`src/rtl/apu_event_trigger.sv`:
```
// apu_event_trigger
//   Turns raw game-logic event levels into sound-enable windows measured in
//   video frames. Each channel has its own retrigger and an optional
//   hold-while-asserted mode. A test mode drives sound_on straight from
//   event_in. A fixed-priority selector names the lowest-numbered active
//   channel, for APUs that drive one voice at a time.
//
// Ports
//   clk, reset   system clock, synchronous active-high reset
//   frame_end    one-cycle pulse at the end of each video frame
//   test_mode    1: sound_on <= event_in, windows bypassed
//   event_in     [NUM_CH] raw event levels
//   level_mode   [NUM_CH] 1: countdown frozen while event_in is high
//   sound_on     [NUM_CH] registered sound enable
//   trig_pulse   [NUM_CH] registered one-cycle (re)trigger pulse
//   sel_valid    any sound_on bit set (combinational)
//   sel_ch       [SEL_W] lowest index with sound_on set, 0 when none

// One channel: edge detect, frame countdown, trigger pulse.
module apu_event_ch #(
    parameter int HOLD_FRAMES = 2,
    parameter int CNT_W       = 2
) (
    input  logic clk,
    input  logic reset,
    input  logic frame_end,
    input  logic test_mode,
    input  logic event_in,
    input  logic level_mode,
    output logic sound_on,
    output logic trig_pulse
);
    logic             ev_prev;
    logic [CNT_W-1:0] cnt;
    logic             rise;

    assign rise = event_in & ~ev_prev;

    always_ff @(posedge clk) begin
        if (reset) begin
            ev_prev    <= 1'b0;
            cnt        <= '0;
            sound_on   <= 1'b0;
            trig_pulse <= 1'b0;
        end else begin
            // ev_prev tracks in both modes, so a level that is already high
            // when test mode ends is not seen as a new edge.
            ev_prev    <= event_in;
            trig_pulse <= 1'b0;
            if (test_mode) begin
                sound_on <= event_in;
                cnt      <= '0;
            end else if (rise) begin
                // A rise beats a same-cycle frame_end; that frame is not counted.
                sound_on   <= 1'b1;
                cnt        <= CNT_W'(HOLD_FRAMES);
                trig_pulse <= 1'b1;
            end else if (frame_end && sound_on) begin
                if (level_mode && event_in) begin
                    // Frozen while the event is held.
                end else if (cnt <= CNT_W'(1)) begin
                    // cnt==0 only occurs after leaving test mode; it expires
                    // at the next frame, just like cnt==1.
                    cnt      <= '0;
                    sound_on <= 1'b0;
                end else begin
                    cnt <= cnt - CNT_W'(1);
                end
            end
        end
    end
endmodule

module apu_event_trigger #(
    parameter int NUM_CH      = 3,
    parameter int HOLD_FRAMES = 2,
    parameter int CNT_W       = 2,
    parameter int SEL_W       = 2
) (
    input  logic              clk,
    input  logic              reset,
    input  logic              frame_end,
    input  logic              test_mode,
    input  logic [NUM_CH-1:0] event_in,
    input  logic [NUM_CH-1:0] level_mode,
    output logic [NUM_CH-1:0] sound_on,
    output logic [NUM_CH-1:0] trig_pulse,
    output logic              sel_valid,
    output logic [SEL_W-1:0]  sel_ch
);
    for (genvar i = 0; i < NUM_CH; i++) begin : g_ch
        apu_event_ch #(
            .HOLD_FRAMES (HOLD_FRAMES),
            .CNT_W       (CNT_W)
        ) u_ch (
            .clk        (clk),
            .reset      (reset),
            .frame_end  (frame_end),
            .test_mode  (test_mode),
            .event_in   (event_in[i]),
            .level_mode (level_mode[i]),
            .sound_on   (sound_on[i]),
            .trig_pulse (trig_pulse[i])
        );
    end

    assign sel_valid = |sound_on;

    // Scan from the top down so the lowest active index is written last.
    always_comb begin
        sel_ch = '0;
        for (int i = NUM_CH - 1; i >= 0; i--) begin
            if (sound_on[i]) sel_ch = SEL_W'(i);
        end
    end
endmodule
```
`config.mk`:
```
export PLATFORM = sky130hd
export DESIGN_NAME = apu_event_trigger
export DESIGN_NICKNAME = d
export VERILOG_FILES = /design/src/rtl/apu_event_trigger.sv
export SDC_FILE = /design/constraint.sdc
export NUM_CORES = 1
export LEC_CHECK = 0
export CAP_MARGIN = 10
export CORE_MARGIN = 4
export CORE_UTILIZATION = 39
export DETAILED_ROUTE_END_ITERATION = 16
export PLACE_DENSITY = 0.76
export SYNTH_ARGS = -nofsm -noshare
export SYNTH_HDL_FRONTEND = slang
export SYNTH_HIERARCHICAL = 1
export SYNTH_SLANG_ARGS = --single-unit
```
`constraint.sdc`:
```
create_clock -name clk -period 1.1 [get_ports clk]
set_input_delay 0.11 -clock clk [delete_from_list [all_inputs] [get_ports clk]]
set_output_delay 0.11 -clock clk [all_outputs]
set_load 0.05 [all_outputs]
```
==> results of run 1 <==
-- cell type report --
type / instances / area share, %
repair buffers: 36 / 35.9
multi-input cells: 48 / 30.8
flip-flops and latches: 15 / 27.3
clock buffers: 4 / 2.30
inverters: 6 / 1.97
well taps: 16 / 1.75
-- kinds of logic after synthesis --
| logic type | count (synthesis) | share of synthesized area [%] |
|---|---|---|
| AOI/OAI and AO/OA | 24 | 24.2 |
| buffers and inverters | 6 | 3.63 |
| DFF | 15 | 48.4 |
| and+or+nand+nor | 24 | 23.8 |
-- flip-flops by register name (all words and copies together), names as in the netlist --
name,cells
g_ch.u_ch/sound_on,3
g_ch.u_ch/cnt,6
g_ch.u_ch/ev_prev,3
g_ch.u_ch/trig_pulse,3
-- critical path, delay by kind of cell, from the launching register on --
| family | cells | cell delay, ns |
|---|---|---|
| buffers and inverters | 1 | 0.16 |
| flip-flops | 1 | 0.37 |
| AND/OR/NAND/NOR | 1 | 0.36 |
-- cells in the mapped netlist, drive strengths merged, types with 6 or more instances --
master and count:
inv 6, o21ai 9, nor2b 7, a21oi 6, dfxtp 15
-- per-layer routing --
layer,vias to the layer above,track usage [%],wire length (um)
li1,324,-,-
met1,297,21.1,700
met2,13,29.3,896
met3,4,6.39,89
met4,0,9.68,40
met5,-,0,0
-- per-stage QoR --
stage,total power (uW),area (um2),TNS [ns]
5_1_grt,1330,1140,-1.10
3_5_place_dp,909,1010,-3.15
2_1_floorplan,729,646,-0.153
3_3_place_gp,901,1010,-2.79
6_report,1250,1140,-0.757
4_1_cts,1250,1090,-0.735
-- worst max path at each step --
stage / start / slack (ns) / to / depth (start not counted)
global route: g_ch[1].u_ch/sound_on / -0.23 / sel_valid / 2
global placement: frame_end / -0.46 / g_ch[0].u_ch/cnt[0] / 4
CTS: g_ch[1].u_ch/sound_on / -0.20 / sel_valid / 2
finish: g_ch[1].u_ch/sound_on / -0.19 / sel_valid / 2
detailed placement: frame_end / -0.50 / g_ch[0].u_ch/cnt[0] / 4
floorplan: g_ch[0].u_ch/sound_on / -0.06 / g_ch[0].u_ch/cnt[0] / 3
-- power breakdown --
group	internal [uW]	switching [uW]
sequential	564	19.7
clock	141	172
combinational	190	166
-- timing repair --
item / CTS / global route
cloned: 0 / 0
buffers inserted: 6 / 1
hold endpoints to repair: 0 / 0
resized for setup: 8 / 12
setup endpoints to repair: 7 / 10
pin swaps: 8 / 9
==> results.md, run 1 <==
* Layout cell share with drive strength beyond 1 at 43.1%
* Synthesis warning total at 6
* Flop2flop setup slack at -0.15 ns
* WL per Instance at 13.8 um
* Die height at 47.9 um
* Hold Violations, Final at 0
* Nets at 120
* Ports at 19
* Hold Crit Depth at 2
* Final core occ at 75.8%
* Non-filler cells, final at 125
* CTS buffer count at 3
* Max_cap viols at 0
* Critical Path RT at 0.99 ns
* Final Max Tran Viols at 0
* Worst hold slack at 0.254 ns
* Hold wc startpoint: event_in[2]
* Asr flop ratio synth at 0%
* Final setup violation count at 7
* Max Fclk at 775 MHz
* Crit path launch type: register
* WL final at 1.73 mm
* Failing checks: setup timing
* Drt initial violations at 10
* Clock-pin slew on the worst setup and hold paths at 0.09 ns
* Drt first pass iters at 3
* CP cell instances: or3_4 -> buf_6
* Kind of critical path: register to primary output
* Hold path endpoint: g_ch[2].u_ch/ev_prev
* R2r startpoint: g_ch[0].u_ch/sound_on
* Port Buf Inserts at 18
* # diodes at 0
* # placed instances at 114
* Post-synth top area share at 48.4%
* Critical path's largest stage delay at 0.37 ns
* Mapped Nets at 79
* Slack of the critical path at -0.191 ns
* Fill cell total of the finished layout at 105
* Slew HR at 77.5%
* Worst skew pair latency at 0.28 ns
* Area leader, netlist: dfxtp_1
* Commonest non-fill, non-tap cell in the layout: buf_4
* Vias per cell at 5.10
* Worst setup EP type: primary output
* CTS root buffer: clkbuf_4
* Vias in the first global route at 610
* Seq/Total Area, Yosys at 48.4%
* Cells after synthesis at 69
* Final Skew at 0.00322 ns
* Period utilization at 117%
* Reg2Reg Depth at 5
* Register area at 312 um2
* Worst Path Max Fanout at 4
* Reg2reg end: g_ch[0].u_ch/cnt[0]
* FP Rows at 14
* Die width at 47.9 um
* TritonCTS clock tree: done
* Worst EP arrival at 1.18 ns
* First-pass GRT wire length at 2.77 mm
* Post-synth EDFFs at 0
* Leakage at 0.000475 uW
* VDD IR max at 917 uV
* Setup WS pre-CTS at -0.500 ns
* Slew @ Worst Pin at 0.336 ns
* Pwr dens at 1100 nW/um2
* Vias at 638
* Starting density of the core at 41.2%
* Ranking of synthesized cells by area: dfxtp_1 48%, o21ai_0 7.3%, nor2b_1 7.1%
* Post-layout min period at 1.29 ns
* Main synth FF type: dfxtp_1
* Cell Area, Synth at 621 um2
* GRT Resource Usage Total at 18.2%
* Core area at 1510 um2
* Post-synthesis cell type count at 15
* RSZ-0062 raised after global routing: yes
* Pin count of the biggest net entering global routing at 13
* DP HPWL at 1.25 mm
* Status: finished, violations left
* Max Buffers Root-to-Sink at 2
* Slowest cell on the critical path: dfxtp_4
* Global route overflow at 0
* Clock sinks at 15
* Detail Route Antenna Nets at 0
* # hold bufs at CTS at 0
* Area grow syn2layout at 84.1%
* Initial antenna violation count at 0
* Seq cells post-synth at 15
* H-tree Lvls at 1
* Most frequent cells in the layout: 14 x buf_4, 12 x dfxtp_1, 8 x o21ai_0, 8 x buf_12
* Syn_area_per_cell at 8.99 um2
* Routability cong. at 0.755
* Hold crit path type: input pin to register
* Residual DRC count at 0
* Die footprint at 2290 um2
* Multi-input gate area at 352 um2
No activity file was read; power rests on OpenSTA's default activity.
==> run 2, diff against run 1 <==
CORE_UTILIZATION = 47   (was 39)
PLACE_DENSITY = 0.85   (was 0.76)
clock period = 1.5 ns   (was 1.1 ns; I/O delays follow)
==> run 2 against run 1 <==
Against the previous run:
- the run now ends clean
- total power decreased by 32%
- clock-buffer cell count decreased by 1
- largest power group unchanged
- core utilization increased by 2.8 points
- worst setup slack improved by 0.27 ns
- global-route usage decreased by 2.2 points
- critical endpoint unchanged
- combinational power decreased by 44%
==> results.md, run 2 (synthesis gave the netlist of run 1 again) <==
* Status: completed
* Routability cong. at 0.820
* VDD IR max at 708 uV
* Dpl cell area at 893 um2
* # Post-CTS Setup Buffers at 0
* Critical path's largest stage delay at 0.33 ns
* Ports at 19
* Pwr dens at 928 nW/um2
* Vias per cell at 5.12
* GRT Resource Usage Total at 16.0%
* Cell area after layout at 921 um2
* Kind of critical path: register to primary output
* DP HPWL at 1.10 mm
* Final Skew at 0.0129 ns
* Drt initial violations at 15
* Layout cell share with drive strength beyond 1 at 22.4%
* Hold Crit Depth at 2
* RSZ-0062 raised after global routing: no
* TritonCTS clock tree: done
* Nets at 109
* # diodes at 0
* Worst EP arrival at 1.27 ns
* WP depth at 3
* Period utilization at 94.6%
* Slew HR at 71.6%
* Hold Violations, Final at 0
* Max FFs per register at 6
* Top delay family on crit path: buffers and inverters
* Register area at 300 um2
* Initial antenna violation count at 0
* Slowest cell on the critical path: or3_1
* Final core occ at 78.6%
* Clock sinks at 15
* Worst Path Max Fanout at 5
* Area grow syn2layout at 48.4%
* Multi-input gate area at 305 um2
* Post-layout min period at 1.42 ns
* Core area at 1170 um2
* Hold crit path type: register to register
* Reg2Reg Depth at 3
* Max Fclk at 705 MHz
* WL per Instance at 12.8 um
* Worst path most repeated cell: buf_4
* Worst setup EP type: primary output
* Max Buffers Root-to-Sink at 2
* Pin count of the biggest net entering global routing at 13
* FP Rows at 12
* CTS buffer count at 3
* Vias in the first global route at 521
* Most flop-heavy register: g_ch.u_ch/cnt
* Crit path launch type: register
* Detail Route Antenna Nets at 0
* # hold bufs at CTS at 0
* Final Max Tran Viols at 0
* Cts repair resizes at 0
* Clock-pin slew on the worst setup and hold paths at 0.08 ns
* Starting density of the core at 53.0%
* Commonest non-fill, non-tap cell in the layout: dfxtp_1
* Final setup violation count at 0
* CP cell instances: buf_4 -> or3_1 -> buf_4
* Worst skew pair latency at 0.29 ns
* WL final at 1.43 mm
* Die width at 44.3 um
* Most frequent cells in the layout: 15 x dfxtp_1, 13 x buf_4, 9 x o21ai_0, 9 x clkdlybuf4s50_1
* Leakage at 0.000379 uW
* Fill cell total of the finished layout at 85
* First-pass GRT wire length at 2.30 mm
* Port Buf Inserts at 18
* Max_cap viols at 0
* H-tree Lvls at 1
* Residual DRC count at 0
* Die height at 44.3 um
* Critical Path RT at 1.35 ns
* CTS root buffer: clkbuf_4
* Slew @ Worst Pin at 0.425 ns
* Vias at 573
* Global route overflow at 0
* Die footprint at 1970 um2
* Buf+Inv Stages, Crit Path at 2
* Drt first pass iters at 5
## run 2: path summary, 6_finish.rpt
path                            slack, ns             endpoint                   from
worst min-delay path                 0.50  g_ch[0].u_ch/cnt[1]    g_ch[0].u_ch/cnt[1]
worst max register to register       0.21  g_ch[1].u_ch/cnt[0]  g_ch[1].u_ch/sound_on
worst max-delay path                 0.08            sel_valid  g_ch[0].u_ch/sound_on
worst min register to register       0.50  g_ch[0].u_ch/cnt[1]    g_ch[0].u_ch/cnt[1]
## run 2: cell type report
class                           count  share of cell area, %
Sequential cell                    15                   32.6
Inverter                            6                   2.45
Timing Repair Buffer               25                   26.9
Clock inverter                      1                  0.543
Clock buffer                        3                   2.45
Multi-Input combinational cell     48                   33.2
Tap cell                           14                   1.90
## run 2: stage by stage
stage	hold WS, ns	setup TNS (ns)	cells	power, uW	worst slack [ns]
3_3_place_gp	0.476	-0.0327	108	629	-0.0269
3_5_place_dp	0.483	-0.0857	108	633	-0.0495
5_1_grt	0.514	0	112	895	0.0230
6_report	0.499	0	112	854	0.0808
4_1_cts	0.496	0	112	861	0.0671
2_1_floorplan	0.219	-0.0666	69	532	-0.0524
## run 2: worst reg2reg max path, delay by kind of cell, from the launching register on
family | cells | cell delay [ns]
flops | 1 | 0.45
compound gates | 1 | 0.13
buf+inv | 1 | 0.10
simple gates | 1 | 0.53
## run 2: where the power goes
group	total, uW	internal (uW)	switching, uW
registers	425	415	10.6
logic	198	91.5	107
clock network	231	98.9	132
total	854	605	249
## run 2: metal layers
layer | vias to the layer above | routed length (um) | track usage, % | share of wire (%)
met4 | 0 | 8 | 9.04 | 0.56
met5 | - | 0 | 0 | 0
met2 | 21 | 674 | 25.9 | 47
li1 | 301 | - | - | -
met3 | 2 | 91 | 2.44 | 6.4
met1 | 249 | 655 | 20.2 | 46
==> run 3, diff against run 2 <==
==> constraint.sdc (replaced) <==
create_clock -name clk -period 1.75 [get_ports clk]
set_input_delay 0.4375 -clock clk [delete_from_list [all_inputs] [get_ports clk]]
set_output_delay 0.4375 -clock clk [all_outputs]
set_load 0.05 [all_outputs]
==> run 3 against run 2 <==
Against the previous run:
- sequential cell count is the same
- first-iteration DRC count shrank 13%
- sequential share of layout area shrank 0.30 points
- worst setup slack gained 0.0018 ns
- clock-buffer cell count grew 1
- combinational power shrank 13%
- sequential power shrank 13%
==> results.md, run 3 (synthesis gave the netlist of run 1 again) <==
* Multi-input gate area at 305 um2
* Residual DRC count at 0
* Layout cell share with drive strength beyond 1 at 22.4%
* Most frequent cells in the layout: 14 x dfxtp_1, 12 x buf_4, 9 x o21ai_0, 9 x clkdlybuf4s50_1
* WL final at 1.56 mm
* Reg2reg end: g_ch[0].u_ch/cnt[0]
* Starting density of the core at 53.0%
* Hold wc startpoint: g_ch[2].u_ch/cnt[0]
* Port Buf Inserts at 18
* Vias at 609
* Nets at 109
* Worst Path Max Fanout at 6
* Die footprint at 1970 um2
* Hold Crit Depth at 2
* Critical Path RT at 1.31 ns
* Worst setup EP type: primary output
* DP HPWL at 1.21 mm
* Clock sinks at 15
* Hold path endpoint: g_ch[2].u_ch/cnt[0]
* Flop2flop setup slack at 0.42 ns
* CP cell instances: or3_1 -> buf_4
* Slowest cell on the critical path: dfxtp_1
* Hold Violations, Final at 0
* Pin count of the biggest net entering global routing at 13
* Detail Route Antenna Nets at 0
* Most flop-heavy register: g_ch.u_ch/cnt
* WL per Instance at 14.0 um
* Reg2Reg Depth at 3
* Ports at 19
* # Post-CTS Setup Buffers at 0
* Die width at 44.3 um
* R2r startpoint: g_ch[0].u_ch/sound_on
* TritonCTS clock tree: done
* Critical path's largest stage delay at 0.39 ns
* Period utilization at 95.3%
* RSZ-0062 raised after global routing: no
* Leakage at 0.000380 uW
* Crit path launch type: register
* H-tree Lvls at 1
* Final Skew at 0.00115 ns
* Commonest non-fill, non-tap cell in the layout: dfxtp_1
* Status: completed
* Area grow syn2layout at 50.4%
* Final setup violation count at 0
* Dpl cell area at 906 um2
* Worst EP arrival at 1.23 ns
* Max_cap viols at 0
* Global route overflow at 0
* CTS buffer count at 3
* Vias in the first global route at 599
* Final Max Tran Viols at 0
* Max Fclk at 600 MHz
* Cell area after layout at 933 um2
* First-pass GRT wire length at 2.55 mm
* Hold crit path type: register to register
* GRT Resource Usage Total at 18.4%
* # diodes at 0
* Overall power at 736 uW
* Fill cell total of the finished layout at 75
* Max Buffers Root-to-Sink at 2
* Worst skew pair latency at 0.28 ns
* Kind of critical path: register to primary output
* Vias per cell at 5.44
* Max FFs per register at 6
* Pwr dens at 788 nW/um2
* Core area at 1170 um2
* Slew HR at 70.0%
* Routability cong. at 0.834
* Drt initial violations at 13
* FP Rows at 12
* Register area at 302 um2
* VDD IR max at 666 uV
* Clock-pin slew on the worst setup and hold paths at 0.08 ns
* CTS root buffer: clkbuf_4
* Drt first pass iters at 4
* Initial antenna violation count at 0
* Post-layout min period at 1.67 ns
* Die height at 44.3 um
* Slew @ Worst Pin at 0.449 ns
==> run 3: cell types whose count changed in the layout (fill, tap and decap cells not counted), sizes merged <==
cell    before  now
clkbuf       3    4
clkinv       1    0
==> run 3: stage by stage <==
step | hold WS, ns | utilization (%) | setup TNS (ns) | cells | worst slack (ns)
3_5_place_dp | 0.479 | 77.4 | -0.259 | 108 | -0.0839
4_1_cts | 0.493 | 79.6 | 0 | 112 | 0.0454
2_1_floorplan | 0.459 | - | -0.0899 | 69 | -0.0899
3_3_place_gp | 0.476 | 77.4 | -0.127 | 108 | -0.0680
6_report | 0.493 | 79.7 | 0 | 112 | 0.0826
5_1_grt | 0.527 | 79.7 | 0 | 112 | 0.0238
==> run 3: worst max-delay path by stage <==
stage	startpoint	end	slack (ns)	depth (start not counted)
floorplan	g_ch[2].u_ch/sound_on	sel_ch[1]	-0.09	1
global placement	frame_end	g_ch[2].u_ch/cnt[0]	-0.07	4
detailed placement	frame_end	g_ch[1].u_ch/cnt[0]	-0.08	4
CTS	g_ch[1].u_ch/sound_on	sel_valid	0.05	2
global route	g_ch[0].u_ch/sound_on	sel_valid	0.02	2
finish	g_ch[0].u_ch/sound_on	sel_valid	0.08	2
==> run 3: critical path: cells and delay by family (launching register included) <==
kind,cells,cell delay [ns]
buffers and inverters,1,0.19
and+or+nand+nor,1,0.36
DFF,1,0.39
==> run 3: timing repair <==
item / in CTS / in global routing
gates resized for setup: 0 / 1
hold buffers: 0 / 0
setup endpoints to repair: 0 / 1
==> run 3: cell type report <==
type	instances	share of cell area, %
well taps	14	1.88
inverters	6	2.41
multi-input cells	48	32.7
flip-flops and latches	15	32.3
repair buffers	25	27.9
clock buffers	4	2.82
==> run 3: per-layer routing <==
| metal | global-route usage [%] | part of all wire, % | routed length [um] | vias up |
|---|---|---|---|---|
| met2 | 31.1 | 51 | 798 | 18 |
| met4 | 12.7 | 1.3 | 21 | 0 |
| met3 | 8.13 | 5.6 | 88 | 2 |
| met5 | 0 | 0 | 0 | - |
| met1 | 17.8 | 42 | 655 | 288 |
| li1 | - | - | - | 301 |
==> run 3: where the power goes <==
group          total, uW  internal, uW  switching, uW
Sequential           368           356           12.8
Combinational        172          81.5           90.6
Clock                195          88.5            107
Total                736           526            210
